### src/rtl/tick_sched_pkg.sv
// Shared definitions for the tick scheduler: FSM states, register offsets,
// channel count, AXI response code and the pending-priority helper.
package tick_sched_pkg;

  localparam int NUM_CH = 4;

  localparam logic [1:0] RESP_OKAY = 2'b00;

  localparam logic [7:0] OFF_CTRL    = 8'h00;
  localparam logic [7:0] OFF_PEND    = 8'h04;
  localparam logic [7:0] OFF_ACTIVE  = 8'h08;
  localparam logic [7:0] OFF_OVR     = 8'h0C;
  localparam logic [7:0] OFF_RELOAD0 = 8'h10;

  typedef enum logic [1:0] {
    W_IDLE,
    W_DATA,
    W_RESP
  } w_state_t;

  typedef enum logic [1:0] {
    R_IDLE,
    R_DATA,
    R_RESP
  } r_state_t;

  // {valid, index} of the lowest set bit, all zero when none is set
  function automatic logic [2:0] lowest_set(
    input logic [NUM_CH-1:0] v
  );
    logic [2:0] r;
    r = 3'b000;
    for (int i = NUM_CH - 1; i >= 0; i--) begin
      if (v[i]) r = {1'b1, 2'(i)};
    end
    return r;
  endfunction

endpackage

### src/rtl/tick_sched_chan.sv
// One tick-divider channel: down-counter that fires on an enabled tick
// while at zero, then reloads; a register write loads it directly.
import tick_sched_pkg::*;

module tick_sched_chan #(
  parameter int W = 16
) (
  input  logic         clk,
  input  logic         rst_n,
  input  logic         tick_i,
  input  logic         en_i,
  input  logic         load_i,
  input  logic [W-1:0] load_val_i,
  input  logic [W-1:0] reload_i,
  output logic         fire_o
);

  logic [W-1:0] cnt_q;
  logic [W-1:0] cnt_d;

  assign fire_o = tick_i & en_i & (cnt_q == '0);

  // a register load beats the tick decrement of the same cycle
  always_comb begin
    cnt_d = cnt_q;
    if (load_i) begin
      cnt_d = load_val_i;
    end else if (tick_i && en_i) begin
      cnt_d = fire_o ? reload_i : cnt_q - W'(1);
    end
  end

  always_ff @(posedge clk or negedge rst_n) begin
    if (!rst_n) begin
      cnt_q <= W'(15);
    end else begin
      cnt_q <= cnt_d;
    end
  end

endmodule

### src/rtl/tick_scheduler.sv
// Four-channel tick divider with AXI4-Lite registers and a level irq.
// Define TICK_SCHED_OVERRUN_EN to build the sticky overrun flags (OVR).
import tick_sched_pkg::*;

module tick_scheduler #(
  parameter int C_S_AXI_ADDR_WIDTH = 5,
  parameter int RELOAD_W           = 16
) (
  input  logic                          s_axi_aclk,
  input  logic                          s_axi_aresetn,
  input  logic                          tick_in,
  input  logic                          s_axi_awvalid,
  output logic                          s_axi_awready,
  input  logic [C_S_AXI_ADDR_WIDTH-1:0] s_axi_awaddr,
  input  logic [2:0]                    s_axi_awprot,
  input  logic                          s_axi_wvalid,
  output logic                          s_axi_wready,
  input  logic [31:0]                   s_axi_wdata,
  input  logic [3:0]                    s_axi_wstrb,
  output logic                          s_axi_bvalid,
  input  logic                          s_axi_bready,
  output logic [1:0]                    s_axi_bresp,
  input  logic                          s_axi_arvalid,
  output logic                          s_axi_arready,
  input  logic [C_S_AXI_ADDR_WIDTH-1:0] s_axi_araddr,
  input  logic [2:0]                    s_axi_arprot,
  output logic [31:0]                   s_axi_rdata,
  output logic [1:0]                    s_axi_rresp,
  output logic                          s_axi_rvalid,
  input  logic                          s_axi_rready,
  output logic                          irq
);

  localparam int AW = C_S_AXI_ADDR_WIDTH;

  w_state_t             w_state_q;
  logic [AW-1:0]        aw_addr_q;
  logic                 awready_q;
  logic                 wready_q;
  logic                 bvalid_q;
  r_state_t             r_state_q;
  logic [AW-1:0]        ar_addr_q;
  logic                 arready_q;
  logic                 rvalid_q;
  logic [31:0]          rdata_q;

  logic                 tick_q;
  logic                 tick_ev;
  logic                 gen_q, gen_d;
  logic [NUM_CH-1:0]    chen_q, chen_d;
  logic [NUM_CH-1:0]    imask_q, imask_d;
  logic [NUM_CH-1:0]    pend_q, pend_d;
  logic                 irq_q, irq_d;
  logic [RELOAD_W-1:0]  reload_q [NUM_CH];
  logic [RELOAD_W-1:0]  reload_d [NUM_CH];
  logic [NUM_CH-1:0]    fire;
  logic [NUM_CH-1:0]    ovr;

  logic                 wr_en;
  logic [AW-1:0]        wr_al;
  logic [AW-1:0]        rd_al;
  logic [NUM_CH-1:0]    wr_reload;
  logic [NUM_CH-1:0]    w1c_pend;
  logic [2:0]           act;
  logic [31:0]          rd_mux;
  logic                 unused_in;

  assign unused_in = ^{s_axi_awprot, s_axi_arprot, s_axi_wstrb,
                       s_axi_wdata, aw_addr_q[1:0], ar_addr_q[1:0]};

  assign tick_ev  = tick_in & ~tick_q;
  assign wr_en    = (w_state_q == W_DATA) & wready_q & s_axi_wvalid;
  assign wr_al    = {aw_addr_q[AW-1:2], 2'b00};
  assign rd_al    = {ar_addr_q[AW-1:2], 2'b00};
  assign w1c_pend = (wr_en && wr_al == AW'(OFF_PEND)) ?
                    s_axi_wdata[NUM_CH-1:0] : '0;
  assign act      = lowest_set(pend_q & imask_q);

  for (genvar n = 0; n < NUM_CH; n++) begin : g_chan
    assign wr_reload[n] = wr_en &&
      (wr_al == AW'(int'(OFF_RELOAD0) + 4 * n));

    tick_sched_chan #(
      .W          (RELOAD_W)
    ) u_chan (
      .clk        (s_axi_aclk),
      .rst_n      (s_axi_aresetn),
      .tick_i     (tick_ev),
      .en_i       (gen_q & chen_q[n]),
      .load_i     (wr_reload[n]),
      .load_val_i (s_axi_wdata[RELOAD_W-1:0]),
      .reload_i   (reload_q[n]),
      .fire_o     (fire[n])
    );
  end

  always_comb begin
    gen_d   = gen_q;
    chen_d  = chen_q;
    imask_d = imask_q;
    if (wr_en && wr_al == AW'(OFF_CTRL)) begin
      gen_d   = s_axi_wdata[0];
      chen_d  = s_axi_wdata[7:4];
      imask_d = s_axi_wdata[11:8];
    end
    // a firing channel re-sets its bit even when cleared this cycle
    pend_d = (pend_q & ~w1c_pend) | fire;
    irq_d  = |(pend_q & imask_q);
    for (int n = 0; n < NUM_CH; n++) begin
      reload_d[n] = wr_reload[n] ?
                    s_axi_wdata[RELOAD_W-1:0] : reload_q[n];
    end
  end

`ifdef TICK_SCHED_OVERRUN_EN
  logic [NUM_CH-1:0] ovr_q, ovr_d;
  logic [NUM_CH-1:0] w1c_ovr;

  assign w1c_ovr = (wr_en && wr_al == AW'(OFF_OVR)) ?
                   s_axi_wdata[NUM_CH-1:0] : '0;
  assign ovr     = ovr_q;

  always_comb begin
    ovr_d = (ovr_q & ~w1c_ovr) | (fire & pend_q);
  end

  always_ff @(posedge s_axi_aclk or negedge s_axi_aresetn) begin
    if (!s_axi_aresetn) begin
      ovr_q <= '0;
    end else begin
      ovr_q <= ovr_d;
    end
  end
`else
  assign ovr = '0;
`endif

  always_comb begin
    rd_mux = '0;
    if (rd_al == AW'(OFF_CTRL)) begin
      rd_mux = {20'b0, imask_q, chen_q, 3'b000, gen_q};
    end else if (rd_al == AW'(OFF_PEND)) begin
      rd_mux = 32'(pend_q);
    end else if (rd_al == AW'(OFF_ACTIVE)) begin
      rd_mux = 32'({act[2], 2'b00, act[1:0]});
    end else if (rd_al == AW'(OFF_OVR)) begin
      rd_mux = 32'(ovr);
    end else begin
      for (int n = 0; n < NUM_CH; n++) begin
        if (rd_al == AW'(int'(OFF_RELOAD0) + 4 * n)) begin
          rd_mux = 32'(reload_q[n]);
        end
      end
    end
  end

  always_ff @(posedge s_axi_aclk or negedge s_axi_aresetn) begin
    if (!s_axi_aresetn) begin
      tick_q  <= 1'b0;
      gen_q   <= 1'b0;
      chen_q  <= '0;
      imask_q <= '0;
      pend_q  <= '0;
      irq_q   <= 1'b0;
      for (int n = 0; n < NUM_CH; n++) begin
        reload_q[n] <= RELOAD_W'(15);
      end
    end else begin
      tick_q  <= tick_in;
      gen_q   <= gen_d;
      chen_q  <= chen_d;
      imask_q <= imask_d;
      pend_q  <= pend_d;
      irq_q   <= irq_d;
      for (int n = 0; n < NUM_CH; n++) begin
        reload_q[n] <= reload_d[n];
      end
    end
  end

  always_ff @(posedge s_axi_aclk or negedge s_axi_aresetn) begin
    if (!s_axi_aresetn) begin
      w_state_q <= W_IDLE;
      aw_addr_q <= '0;
      awready_q <= 1'b0;
      wready_q  <= 1'b0;
      bvalid_q  <= 1'b0;
    end else begin
      case (w_state_q)
        W_IDLE: begin
          if (s_axi_awvalid) begin
            awready_q <= 1'b1;
            wready_q  <= 1'b1;
            aw_addr_q <= s_axi_awaddr;
            w_state_q <= W_DATA;
          end
        end
        W_DATA: begin
          awready_q <= 1'b0;
          if (s_axi_wvalid && wready_q) begin
            wready_q  <= 1'b0;
            bvalid_q  <= 1'b1;
            w_state_q <= W_RESP;
          end
        end
        W_RESP: begin
          if (s_axi_bready) begin
            bvalid_q  <= 1'b0;
            w_state_q <= W_IDLE;
          end
        end
        default: w_state_q <= W_IDLE;
      endcase
    end
  end

  always_ff @(posedge s_axi_aclk or negedge s_axi_aresetn) begin
    if (!s_axi_aresetn) begin
      r_state_q <= R_IDLE;
      ar_addr_q <= '0;
      arready_q <= 1'b0;
      rvalid_q  <= 1'b0;
      rdata_q   <= '0;
    end else begin
      case (r_state_q)
        R_IDLE: begin
          if (s_axi_arvalid) begin
            arready_q <= 1'b1;
            ar_addr_q <= s_axi_araddr;
            r_state_q <= R_DATA;
          end
        end
        R_DATA: begin
          arready_q <= 1'b0;
          rdata_q   <= rd_mux;
          rvalid_q  <= 1'b1;
          r_state_q <= R_RESP;
        end
        R_RESP: begin
          if (s_axi_rready) begin
            rvalid_q  <= 1'b0;
            r_state_q <= R_IDLE;
          end
        end
        default: r_state_q <= R_IDLE;
      endcase
    end
  end

  assign s_axi_awready = awready_q;
  assign s_axi_wready  = wready_q;
  assign s_axi_bvalid  = bvalid_q;
  assign s_axi_bresp   = RESP_OKAY;
  assign s_axi_arready = arready_q;
  assign s_axi_rvalid  = rvalid_q;
  assign s_axi_rdata   = rdata_q;
  assign s_axi_rresp   = RESP_OKAY;
  assign irq           = irq_q;

endmodule

### config.mk
export PLATFORM = sky130hd
export DESIGN_NAME = tick_scheduler
export DESIGN_NICKNAME = d
export VERILOG_FILES = /design/src/rtl/tick_sched_pkg.sv /design/src/rtl/tick_sched_chan.sv /design/src/rtl/tick_scheduler.sv
export SDC_FILE = /design/constraint.sdc
export NUM_CORES = 1
export LEC_CHECK = 0
export CORE_UTILIZATION = 45
export CTS_CLUSTER_DIAMETER = 150
export DETAILED_ROUTE_END_ITERATION = 12
export HOLD_SLACK_MARGIN = 0.15
export PLACE_DENSITY_LB_ADDON = 0.12
export SLEW_MARGIN = 40
export SYNTH_ARGS = -nofsm -noshare
export SYNTH_HDL_FRONTEND = slang
export SYNTH_HIERARCHICAL = 1
export SYNTH_SLANG_ARGS = --single-unit
### constraint.sdc
create_clock -name s_axi_aclk -period 2.5 [get_ports s_axi_aclk]
set_input_delay 0.75 -clock s_axi_aclk [delete_from_list [all_inputs] [get_ports s_axi_aclk]]
set_output_delay 0.75 -clock s_axi_aclk [all_outputs]
set_load 0.02 [all_outputs]
==> After elaboration in Yosys (flattened, before gate mapping) <==
Cells that the tools add are included.
{ "classes": {"addsub": 4, "eq_ne": 21, "n_mux": 43, "bitwise_logic": 20, "reduce_logical": 37} }
{ "ops": {"columns": ["op", "n"], "rows": [
  ["$mux 32", 7],
  ["$mux 16", 13],
  ["$logic_not 16->1", 4],
  ["$sub 16x1->16 const B", 4],
  ["$eq 3x3->1 const B", 8],
  ["$reduce_bool 2->1", 8],
  ["$and 1x1->1", 15],
  ["$mux 3", 4],
  ["$pmux 2 s3", 2],
  ["$reduce_and 2->1", 6],
  ["$logic_and 1x1->1", 11],
  ["$logic_not 5->1", 2],
  ["$mux 2", 5],
  ["$pmux 1 s2", 5],
  ["$reduce_and 3->1", 3],
  ["$and 4x4->4", 2],
  ["$ne 2x2->1 const B", 4],
  ["$eq 3x1->1 const B", 2],
  ["$eq 3x2->1 const B", 2],
  ["$mux 1", 6],
  ["$eq 2x1->1 const B", 2],
  ["$eq 2x2->1 const B", 2],
  ["$logic_not 2->1", 2],
  ["$mux 4", 1],
  ["5 further kinds", 5]
]} }
{ "totals": {"regBits": 194, "in_bits": 60} }

==> Depth between registers and ports, before layout <==
{ "logic_depth": {"word_depth": 9, "mapped_depth": 12} }

==> Modules after synthesis <==
Netlist, hierarchy kept.
{ "by_module_without_submodules": {"columns": ["module", "instances", "cells_each", "area_per_inst_um2", "seq_area_each_um2"], "rows": [
  ["tick_scheduler", 1, 383, 5051.1, 2772.7],
  ["tick_sched_chan (g_chan[0].u_chan ...)", 3, 151, 1184.9, 405.4],
  ["tick_sched_chan (g_chan[3].u_chan)", 1, 143, 1192.4, 405.4]
]} }

==> Least setup slack after synthesis <==
OpenSTA, ideal clock, no wires.
{ "synth_path": {"kind": "input port to flip-flop", "from": "in s_axi_wvalid", "to": "reg g_chan[1].u_chan.cnt_q[13]", "arrival_time_ps": 2488, "required_ps": 2365, "path_slack_ps": -123, "stages": 10, "path_cell_list": "nand4b_4 -> or3_1 -> buf_6 -> buf_12 -> inv_1 -> clkbuf_1 -> clkbuf_1 -> o21ai_0 -> a31oi_1 -> o31ai_4"} }
{ "synth_via": {"elab_chain_len": 3, "elab_cells_between_ends": 4} }
{ "synth_lines": {"columns": ["item", "line", "rtl"], "rows": [
  ["start, declared", "tick_scheduler.sv:16", "input logic s_axi_wvalid,"],
  ["$and 1x1->1 (*)", "tick_scheduler.sv:72", "assign wr_en = (w_state_q == W_DATA) & wready_q & s_axi_wvalid;"],
  ["$logic_and 1x1->1 (*)", "tick_scheduler.sv:80", "assign wr_reload[n] = wr_en &&"],
  ["via wr_reload[1]", "tick_scheduler.sv:62", "logic [NUM_CH-1:0] wr_reload;"],
  ["$mux 16 / $reduce_bool 2->1 (equally long branches)", null, null],
  ["end signal, assigned", "tick_sched_chan.sv:37", "cnt_q <= cnt_d;"],
  ["end, declared", "tick_sched_chan.sv:18", "logic [W-1:0] cnt_q;"]
]} }
The timed path passes the listed nets; every way through them passes the cells marked *.
A chain may end at the register's enable or synchronous reset.

==> Final worst setup path <==
{ "layout_path": {"from": "in s_axi_wvalid", "to": "reg g_chan[3].u_chan.cnt_q[11]"} }
{ "layout_via": {"elab_chain_len": 3, "elab_cells_between_ends": 4} }
{ "layout_lines": {"columns": ["item", "line"], "rows": [
  ["$and 1x1->1 (*)", "tick_scheduler.sv:72"],
  ["$logic_and 1x1->1 (*)", "tick_scheduler.sv:80"],
  ["via wr_reload[3]", "tick_scheduler.sv:62"],
  ["$mux 16 / $reduce_bool 2->1 (equally long branches)", null],
  ["end signal, assigned", "tick_sched_chan.sv:37"],
  ["end, declared", "tick_sched_chan.sv:18"]
]} }
Marked as above.

==> results.sh <==
export IMPL_status="completed"
export IMPL_place_gp_congestion=0.900
export IMPL_startpoint="s_axi_wvalid"
export IMPL_antenna_found_initial=0
export IMPL_core_um2=21200
export IMPL_synth_ff_type="dfrtp_1"
export IMPL_antenna_cells=0
export IMPL_hold_slack_ns=0.260
export IMPL_setup_ws_ns=0.146
export IMPL_firstDrtPassIters=5
export IMPL_drtIter0Drc=597
export IMPL_clk_path_buf_depth=2
export IMPL_drive_above_1_share_pct=26.9
export IMPL_cp_end_kind="flip-flop"
export IMPL_crit_chain="clkdlybuf4s50_1 -> nand4b_4 -> buf_4 -> nor2_4 -> nand3_2 -> inv_1 -> inv_1 -> and3_1 -> a21oi_1 -> o211ai_1"
export IMPL_clkSlewWorstSetupHoldPaths_ns=0.07
export IMPL_netSwitchingFraction_pct=38.8
export IMPL_cp_top_family="buffers and inverters"
export IMPL_hold_violations=0
export IMPL_path_common_cell="inv_1"
export IMPL_num_vias=8104
export IMPL_htreeDepth=4
export IMPL_area_growth_syn_to_layout_pct=20.0
export IMPL_die_width_um=150
export IMPL_grt_max_degree=47
export IMPL_synth_cells=979
export IMPL_worstHoldPathType="primary input to async pin"
export IMPL_io_pin_count=102
export IMPL_portBuffers=51
export IMPL_finalNetCount=1168
export IMPL_syn_area_per_cell_um2=10.0
export IMPL_cts_sinks=174
export IMPL_maxCapViolCount=0
export IMPL_drt_wl_total_um=28900
export IMPL_dp_slack_ns=-0.326
export IMPL_root_buffer="clkbuf_16"
export IMPL_crit_type="primary input to flip-flop"
export IMPL_r2r_start="g_chan[3].u_chan/cnt_q[7]"
export IMPL_placement_rows=53
export IMPL_die_h_um=150
export IMPL_synth_seq_cells=174
export IMPL_post_route_period_util_pct=94.2
export IMPL_p_leak_uw=0.00510
export IMPL_p_sw_uw=5160
export IMPL_synth_edf_count=0
export IMPL_start_util_pct=46.3
export IMPL_grt_pass1_wl_um=44700
export IMPL_grt_pass1_vias=7595
export IMPL_drcViolationCount=0
export IMPL_synthArstFlopShare_pct=100
export IMPL_tightest_slew_ns=0.697
export IMPL_cts_made_buffers=17
export IMPL_yosysUniqueCellTypes=72
export IMPL_antenna_left=0
export IMPL_netlist_area_um2=9800
export IMPL_p_int_uw=8130
export IMPL_slowest_delay_ns=0.56
export IMPL_synth_seq_area_share_pct=44.8
export IMPL_slew_headroom_pct=53.4
export IMPL_grtUsageTotal_pct=27.1
export IMPL_yosysWarnings=6
export IMPL_cp_required_ns=2.79
export IMPL_min_period_ns=2.35
export IMPL_pwr_share_clk_pct=19.3
export IMPL_start_kind="primary input"
export IMPL_worst_skew_pair_late_latency_ns=0.43
export IMPL_power_frac_seq_pct=43.3
export IMPL_crit_fanout=13
export IMPL_drv_slew=0
export IMPL_cts_tree="done"
export IMPL_vias_per_cell=5.82
export IMPL_setup_viol=0
export IMPL_slowest_stage="clkdlybuf4s50_1"
export IMPL_finClkSkew_ns=0.0118
export IMPL_p_comb_share_pct=37.5
export IMPL_max_vdd_ir_drop_uv=581
export IMPL_die_area_um2=22400
export IMPL_grt_overflow=0
export IMPL_hpwl_um=21300
export IMPL_power_density_nw_per_um2=1130
export IMPL_cp_num_buf_inv=4
export IMPL_fmax_mhz=425
export IMPL_total_power_uw=13300
export IMPL_wl_per_cell_um=20.8
export IMPL_cp_data_arrival_time_ns=2.64
export IMPL_grt_setup_unrepaired="false"
-- final cells by class --
class | instances | area, µm²
Tap cell | 275 | 344
Multi-Input combinational cell | 715 | 4950
Timing Repair Buffer | 155 | 1360
Fill cell | 1858 | 9390
Sequential cell | 174 | 4390
Inverter | 41 | 154
Clock inverter | 10 | 81.3
Clock buffer | 22 | 484
-- per-stage QoR --
stage / cells / setup TNS, ns / utilization (%) / cell area (µm²)
final: 1392 / 0 / 55.6 / 11800
after floorplan: 998 / -0.0190 / - / 9870
after global placement: 1360 / -11.77 / 52.9 / 11200
after detailed placement: 1360 / -14.15 / 52.9 / 11200
after CTS: 1392 / 0 / 55.6 / 11800
after global routing: 1392 / 0 / 55.6 / 11800
-- per-layer routing --
| metal | track usage, % | part of all wire [%] | vias to the layer above |
|---|---|---|---|
| li1 | - | - | 3791 |
| met1 | 38.9 | 47 | 4019 |
| met2 | 41.4 | 45 | 252 |
| met3 | 4.76 | 5.4 | 42 |
| met4 | 8.62 | 2.6 | 0 |
| met5 | 0 | 0 | - |
-- synthesized netlist by cell type, types with 10 or more instances --
cell | count | share of area, %
a21oi_1 | 47 | 2.4
a31oi_1 | 12 | 0.77
and2_1 | 10 | 0.64
buf_2 | 10 | 0.51
buf_4 | 22 | 1.7
clkbuf_1 | 28 | 1.1
dfrtp_1 | 142 | 36
dfstp_2 | 32 | 8.6
inv_1 | 41 | 1.6
mux2_2 | 70 | 8.0
mux4_2 | 13 | 3.0
nand2_1 | 98 | 3.8
nand2b_1 | 20 | 1.3
nand3_1 | 21 | 1.1
nor2_1 | 82 | 3.1
nor3_1 | 13 | 0.66
nor4_1 | 18 | 1.1
o211ai_1 | 10 | 0.77
o21ai_0 | 68 | 3.5
o31ai_1 | 13 | 1.0
or3_1 | 12 | 0.77
xnor2_1 | 18 | 1.6
xor2_1 | 15 | 1.3
-- repair_timing --
action,CTS,global route
gates resized for setup,0,3
hold buffers,0,0
setup endpoints to repair,0,4
buffers inserted,0,0
-- worst paths after layout --
| kind | to | slack [ns] | depth (start not counted) |
|---|---|---|---|
| worst max register to register | g_chan[3].u_chan/cnt_q[15] | 0.36 | 4 |
| min in group s_axi_aclk | s_axi_arready | 0.48 | 1 |
| worst min-delay path | g_chan[1].u_chan/cnt_q[8] | 0.26 | 1 |
| worst min register to register | s_axi_arready | 0.48 | 1 |
| worst max-delay path | g_chan[3].u_chan/cnt_q[11] | 0.15 | 10 |
| max in group asynchronous | g_chan[3].u_chan/cnt_q[3] | 1.52 | 2 |
-- kinds of logic (layout without fill, tap and decap cells) --
| logic type | count (synthesis) | in the layout | share of synthesized area, % |
|---|---|---|---|
| AO/OA/AOI/OAI | 221 | 221 | 14.9 |
| XOR/XNOR | 33 | 33 | 2.95 |
| buffers and inverters | 109 | 228 | 5.39 |
| other | 1 | 20 | 0.0383 |
| AND/OR/NAND/NOR | 339 | 339 | 18.3 |
| adder cells (fa/ha/maj) | 4 | 4 | 0.511 |
| multiplexers | 98 | 98 | 13.0 |
| flip-flops | 174 | 174 | 44.8 |
-- flip-flops by register name, summed over array words and instances (netlist names), 2 cells and up --
register,count
reload_q,64
w_state_q,2
chen_q,4
s_axi_rdata,16
g_chan.u_chan/cnt_q,64
aw_addr_q,3
ar_addr_q,3
imask_q,4
r_state_q,2
pend_q,4
-- layout by cell type, fill, tap and decap left out, types with 9 or more instances in the layout --
cell             Yosys  routed
dfrtp_1            142     142
buf_4               22      99
nand2_1             98      98
nor2_1              82      81
mux2_2              70      70
o21ai_0             68      67
clkdlybuf4s50_1      0      50
a21oi_1             47      47
inv_1               41      40
dfstp_2             32      32
nand3_1             21      21
nand2b_1            20      20
conb_1               1      20
nor4_1              18      18
xnor2_1             18      18
clkbuf_16            0      17
xor2_1              15      15
nor3_1              13      13
mux4_2              13      13
o31ai_1             13      13
or3_1               12      12
a31oi_1             12      12
and2_1              10      10
o211ai_1            10      10
a221oi_1             9       9
mux2_4               9       9
and3_1               9       9
-- power groups by stage --
stage	registers [µW]	clock network, µW	logic [µW]
floorplan	5260	0	3520
global placement	5720	0	4890
detailed placement	5750	0	4980
CTS	5710	2610	5000
global route	5910	2730	5490
finish	5750	2560	4980
(Power assumes the default switching activity.)
